--- config.mk ---
export PLATFORM = sky130hd
export DESIGN_NAME = forth_data_stack
export DESIGN_NICKNAME = d
export VERILOG_FILES = /design/src/rtl/forth_data_stack.sv
export SDC_FILE = /design/constraint.sdc
export NUM_CORES = 1
export LEC_CHECK = 0
export ABC_AREA = 1
export CORE_UTILIZATION = 50
export DETAILED_ROUTE_END_ITERATION = 10
export GPL_TIMING_DRIVEN = 0
export PLACE_DENSITY = 0.81
export SKIP_LAST_GASP = 1
export SYNTH_ARGS = -nofsm -noshare
export SYNTH_HDL_FRONTEND = slang
export SYNTH_SLANG_ARGS = --single-unit
--- constraint.sdc ---
create_clock -name clk -period 5.1 [get_ports clk]
set_clock_uncertainty 0.1 [all_clocks]
set_input_delay 0.51 -clock clk [delete_from_list [all_inputs] [get_ports clk]]
set_output_delay 0.51 -clock clk [all_outputs]
set_load 0.02 [all_outputs]
--- src/rtl/forth_data_stack.sv ---
`default_nettype none
// ============================================================================
// Module   : forth_data_stack
// Brief    : Forth data-stack controller. Keeps TOS/NOS in registers and the
//            deeper cells in a register array, executes stack primitives and
//            ALU words through an external combinational ALU, and reports
//            sticky stack/operand faults.
// Options  : FORTH_DSTACK_DIVZ_TRAP_EN - trap ALU ops 4 (/) and 5 (%) with
//            TOS == 0 at accept (err 4) instead of issuing them to the ALU.
// Revision : 1.0 - initial release
// ============================================================================
module forth_data_stack #(
    parameter int WIDTH = 16,
    parameter int DEPTH = 16
) (
    input  logic                       clk,
    input  logic                       rst_n,
    input  logic                       cmd_valid,
    output logic                       cmd_ready,
    input  logic [2:0]                 cmd_op,
    input  logic [3:0]                 cmd_aluop,
    input  logic [WIDTH-1:0]           cmd_data,
    output logic [WIDTH-1:0]           alu_a,
    output logic [WIDTH-1:0]           alu_b,
    output logic [3:0]                 alu_op,
    input  logic [WIDTH-1:0]           alu_res,
    output logic [WIDTH-1:0]           tos,
    output logic [$clog2(DEPTH+1)-1:0] depth,
    input  logic                       err_clr,
    output logic [2:0]                 err_code
);

    localparam int C_DW  = $clog2(DEPTH+1);
    // Cells below NOS; keep at least one entry so DEPTH == 2 still elaborates.
    localparam int C_MEM = (DEPTH > 2) ? DEPTH - 2 : 1;
    localparam int C_AW  = (C_MEM > 1) ? $clog2(C_MEM) : 1;

    localparam logic [0:0] c_idle = 1'b0;
    localparam logic [0:0] c_exec = 1'b1;

    localparam logic [2:0] c_op_nop  = 3'd0;
    localparam logic [2:0] c_op_push = 3'd1;
    localparam logic [2:0] c_op_drop = 3'd2;
    localparam logic [2:0] c_op_dup  = 3'd3;
    localparam logic [2:0] c_op_swap = 3'd4;
    localparam logic [2:0] c_op_over = 3'd5;
    localparam logic [2:0] c_op_alu  = 3'd6;

    localparam logic [2:0] c_err_none  = 3'd0;
    localparam logic [2:0] c_err_under = 3'd1;
    localparam logic [2:0] c_err_over  = 3'd2;
    localparam logic [2:0] c_err_badop = 3'd3;
    localparam logic [2:0] c_err_divz  = 3'd4;

    logic [0:0]       r_state;
    logic [C_DW-1:0]  r_depth;
    logic [WIDTH-1:0] r_tos;
    logic [WIDTH-1:0] r_nos;
    logic [WIDTH-1:0] r_mem [C_MEM];
    logic [WIDTH-1:0] r_alu_a;
    logic [WIDTH-1:0] r_alu_b;
    logic [3:0]       r_alu_op;
    logic             r_unary;
    logic [2:0]       r_err;

    logic             w_accept;
    logic             w_unary;
    logic             w_grows;
    logic [1:0]       w_need;
    logic             w_full;
    logic             w_divz;
    logic [2:0]       w_fault_code;
    logic             w_fault;
    logic             w_do;
    logic             w_mem_we;
    logic [C_AW-1:0]  w_wr_idx;
    logic [C_AW-1:0]  w_rd_idx;
    logic [WIDTH-1:0] w_below;

    assign cmd_ready = (r_state == c_idle);
    assign w_accept  = cmd_valid & cmd_ready;
    assign w_unary   = (cmd_aluop == 4'd9) || (cmd_aluop == 4'd10);
    assign w_grows   = (cmd_op == c_op_push) || (cmd_op == c_op_dup) || (cmd_op == c_op_over);
    assign w_full    = (r_depth == C_DW'(DEPTH));

`ifdef FORTH_DSTACK_DIVZ_TRAP_EN
    assign w_divz = (cmd_op == c_op_alu) && ((cmd_aluop == 4'd4) || (cmd_aluop == 4'd5))
                    && (r_tos == '0);
`else
    assign w_divz = 1'b0;
`endif

    // Minimum stack depth each command needs before it may execute.
    always_comb begin
        w_need = 2'd0;
        case (cmd_op)
            c_op_drop, c_op_dup:  w_need = 2'd1;
            c_op_swap, c_op_over: w_need = 2'd2;
            c_op_alu:             w_need = w_unary ? 2'd1 : 2'd2;
            default:              w_need = 2'd0;
        endcase
    end

    // Fault classification: bad opcode first, then underflow, overflow, divide trap.
    always_comb begin
        w_fault_code = c_err_none;
        if ((cmd_op == 3'd7) || ((cmd_op == c_op_alu) && (cmd_aluop == 4'd0)))
            w_fault_code = c_err_badop;
        else if (r_depth < C_DW'(w_need))
            w_fault_code = c_err_under;
        else if (w_grows && w_full)
            w_fault_code = c_err_over;
        else if (w_divz)
            w_fault_code = c_err_divz;
    end

    assign w_fault  = w_accept & (w_fault_code != c_err_none);
    assign w_do     = w_accept & (w_fault_code == c_err_none);

    // Array slot just below NOS: written on growth, read back on shrink.
    assign w_wr_idx = C_AW'(r_depth - C_DW'(2));
    assign w_rd_idx = C_AW'(r_depth - C_DW'(3));
    assign w_mem_we = w_do & w_grows & (r_depth >= C_DW'(2));
    assign w_below  = (r_depth >= C_DW'(3)) ? r_mem[w_rd_idx] : '0;

    // Spill NOS into the array whenever the stack grows past two cells.
    always_ff @(posedge clk) begin
        if (w_mem_we)
            r_mem[w_wr_idx] <= r_nos;
    end

    // Sticky error register: first fault wins; a clear coinciding with a fault loads it.
    always_ff @(posedge clk or negedge rst_n) begin
        if (!rst_n)
            r_err <= c_err_none;
        else if (w_fault && ((r_err == c_err_none) || err_clr))
            r_err <= w_fault_code;
        else if (err_clr)
            r_err <= c_err_none;
    end

    // Controller FSM: stack primitives complete in IDLE, ALU words spend one cycle in EXEC.
    always_ff @(posedge clk or negedge rst_n) begin
        if (!rst_n) begin
            r_state  <= c_idle;
            r_depth  <= '0;
            r_tos    <= '0;
            r_nos    <= '0;
            r_alu_a  <= '0;
            r_alu_b  <= '0;
            r_alu_op <= 4'd0;
            r_unary  <= 1'b0;
        end else begin
            case (r_state)
                c_idle: begin
                    if (w_do) begin
                        case (cmd_op)
                            c_op_push: begin
                                r_tos   <= cmd_data;
                                r_nos   <= r_tos;
                                r_depth <= r_depth + C_DW'(1);
                            end
                            c_op_drop: begin
                                r_tos   <= r_nos;
                                r_nos   <= w_below;
                                r_depth <= r_depth - C_DW'(1);
                            end
                            c_op_dup: begin
                                r_nos   <= r_tos;
                                r_depth <= r_depth + C_DW'(1);
                            end
                            c_op_swap: begin
                                r_tos <= r_nos;
                                r_nos <= r_tos;
                            end
                            c_op_over: begin
                                r_tos   <= r_nos;
                                r_nos   <= r_tos;
                                r_depth <= r_depth + C_DW'(1);
                            end
                            c_op_alu: begin
                                r_alu_a  <= r_nos;
                                r_alu_b  <= r_tos;
                                r_alu_op <= cmd_aluop;
                                r_unary  <= w_unary;
                                r_state  <= c_exec;
                            end
                            default: ; // NOP
                        endcase
                    end
                end
                c_exec: begin
                    r_tos    <= alu_res;
                    if (!r_unary) begin
                        r_nos   <= w_below;
                        r_depth <= r_depth - C_DW'(1);
                    end
                    r_alu_op <= 4'd0;
                    r_state  <= c_idle;
                end
                default: r_state <= c_idle;
            endcase
        end
    end

    assign alu_a    = r_alu_a;
    assign alu_b    = r_alu_b;
    assign alu_op   = r_alu_op;
    assign tos      = (r_depth == '0) ? '0 : r_tos;
    assign depth    = r_depth;
    assign err_code = r_err;

endmodule
`default_nettype wire
==> results of run 1 <==
[area by class of cell]
class                      count  area, sq um  share of cell area
sequential                   301         8650               0.550
multi-input combinational    897         3990               0.253
timing repair buffer         110         1110              0.0706
clock buffer                  44          900              0.0571
tap                          335          419              0.0266
buffer                        75          340              0.0216
inverter                      57          214              0.0136
clock inverter                12          116             0.00739
[metrics by stage]
step	cells	area [sq um]
after CTS	1829	15700
after global routing	1831	15700
after global placement	1767	14600
final	1831	15700
after floorplan	1330	13200
after detailed placement	1772	14700
[worst max path at each step]
stage                 start            to  slack (ns)  cells past startpoint
6_report           depth[0]       tos[12]        0.82                     10
3_3_place_gp   cmd_aluop[1]   r_mem[4][8]        0.80                     12
2_1_floorplan      depth[0]  r_mem[12][0]        1.87                     10
4_1_cts            depth[0]  r_mem[12][6]        0.80                     10
5_1_grt            depth[0]        tos[8]        0.69                     10
3_5_place_dp      cmd_op[2]  r_mem[12][0]        0.77                     11
[cells by family (layout without fill, tap and decap cells)]
| group | Yosys count | in the layout | share of synthesized area |
|---|---|---|---|
| AND/OR/NAND/NOR | 780 | 780 | 0.247 |
| flip-flops | 301 | 301 | 0.657 |
| buffers and inverters | 132 | 298 | 0.0421 |
| adder cells (fa/ha/maj) | 10 | 10 | 0.00949 |
| XOR/XNOR | 7 | 7 | 0.00522 |
| AO/OA/AOI/OAI | 99 | 99 | 0.0390 |
| other | 1 | 1 | 0.000285 |
[per-layer routing]
| metal | track usage | wire (microns) | vias up |
|---|---|---|---|
| met4 | 0.107 | 1360 | 0 |
| met2 | 0.432 | 16500 | 624 |
| met3 | 0.0402 | 3660 | 96 |
| met5 | 0 | 0 | - |
| li1 | - | - | 4748 |
| met1 | 0.376 | 14500 | 4834 |
[critical path, cell delays in order (launching register included)]
cell,delay [ns]
dfrtp_1,0.41
buf_2,0.29
inv_2,0.15
buf_2,0.23
buf_2,0.25
ha_1,0.28
nand2_1,0.23
clkbuf_1,0.47
nand2_1,0.13
inv_1,0.08
clkdlybuf4s50_1,0.59
[cells in the mapped netlist, drive strengths merged]
cell type and count:
o21ai 78, nand3 212, o22ai 1, a31o 1
xnor2 3, ha 10, nand4 2, clkbuf 42
dfrtp 77, nor2 54, a21oi 17, or2 1
buf 33, o31ai 1, edfxtp 224, nor3 2
conb 1, a22oi 1, nand2 508, inv 56
clkinv 1, xor2 4, nor4 1
[flip-flops by register name, summed over array words and instances, names as in the netlist]
register	cells
alu_a	16
alu_b	16
alu_op	4
depth	5
err_code	2
r_mem	224
r_nos	16
r_state	1
r_tos	16
r_unary	1
[report_power, final]
group          leakage, nW  internal [W]  switching (W)
clock                0.511       0.00132       0.000911
sequential            3.03       0.00317       0.000621
combinational         2.94       0.00135        0.00283
total                 6.49       0.00584        0.00436
==> results.json, run 1 <==
{
  "worstReg2RegStart": "depth[0]",
  "start_util": 0.507,
  "post-cts-setup-buffers": 0,
  "antenna_found_initial": 0,
  "status": "complete, no violations",
  "dieArea_sq_mm": 0.0270,
  "numCtsBuffers": 30,
  "totalWireLength_mm": 36.1,
  "drt_iter0_drc": 1208,
  "syn-cell-area_sq_mm": 0.0132,
  "maxSlewViolCount": 0,
  "synth_top_area_cell": "edfxtp_1",
  "nets": 1525,
  "vias": 10300,
  "drcViolationCount": 0,
  "synth.avg_cell_area_sq_um": 9.91,
  "total_leakage_power_nw": 6.49,
  "yosys_warnings": 0,
  "grt_max_degree": 68,
  "period_share": 0.839,
  "syn-num-nets": 1383,
  "core_sq_mm": 0.0260,
  "cp-end-kind": "primary output",
  "placement.io_buffers": 102,
  "grt_overflow": 0,
  "grt_pass1_vias": 9704,
  "ios": 104,
  "synth_area_leaders": "edfxtp_1 (51%), dfrtp_1 (15%), nand2_1 (14%)",
  "setup_violations": 0,
  "required_ns": 4.49,
  "hold_viol": 0,
  "via_per_inst": 5.63,
  "drive_above_1_share": 0.0762,
  "tns_ns": 0,
  "clk_latency_ns": 0.56,
  "root_buffer": "clkbuf_16",
  "gp_congestion": 0.959,
  "cts_tree": "yes",
  "first_pass_iters": 6,
  "antenna_cells": 0,
  "worst-path-max-fanout": 12,
  "place_worst_setup_slack_ns": 0.774,
  "die_y_microns": 164,
  "mostFrequentLayoutCells": "nand2_1 (504), edfxtp_1 (224), nand3_1 (212)",
  "grt_pass1_wl_mm": 54.4,
  "cap_violations": 0,
  "fmax_mhz": 234,
  "netlist_instances": 1330,
  "gr-usage-all-layers": 0.272,
  "cp.arrival_ns": 3.67,
  "yosysUniqueCellTypes": 33,
  "h-tree-depth": 1,
  "cts_resized": 0,
  "cts.clk_slew.worst_paths_ns": 0.06,
  "min_path_type": "in -> async",
  "hold_buffers": 1,
  "yosysTopAreaCellShare": 0.510,
  "utilization": 0.606,
  "powerDensity_mw_per_mm2": 648,
  "wire_per_inst_microns": 19.7,
  "rr_worst_depth": 10,
  "finalCriticalPeriod_ns": 4.28,
  "grt_setup_unrepaired": "no",
  "cts.sinks": 301,
  "startpoint_type": "flop",
  "timing.hold.ws_ns": 0.242,
  "peakVddDrop_mv": 0.377,
  "fillers": 2077,
  "synth-seq-cells": 301,
  "finalPower_w": 0.0102,
  "rows": 59,
  "clock_path_buffers": 3,
  "maxSlewHeadroom": 0.0556,
  "r2r-end": "r_mem[2][2]",
  "worstSetupPathType": "reg -> out",
  "setup_ws_ns": 0.822,
  "final_common_cell": "nand2_1",
  "hpwl_mm": 24.1,
  "tightest_slew_ns": 1.41,
  "die_w_microns": 164,
  "flow.area_growth_from_synthesis_pct": 19.5,
  "ant_nets": 0,
  "ys_seq_area_frac": 0.657,
  "rrSetupSlack_ns": 0.93
}
Note: power is estimated with default switching activity, not from simulation.
==> run 2, diff against run 1 <==
clock period = 4.42 ns   (was 5.1 ns; I/O delays follow)
==> results of run 2 <==
The final DEF is identical to that of run 1. Status: complete, no violations.
Among the figures that moved: setup slack after placement 0.774 ns -> 0.162 ns; setup slack after layout 0.822 ns -> 0.210 ns; hold slack 0.242 ns -> 0.174 ns; register-to-register setup slack 0.93 ns -> 0.25 ns; total power 0.0102 W -> 0.0118 W; worst IR drop on VDD 0.377 mV -> 0.435 mV
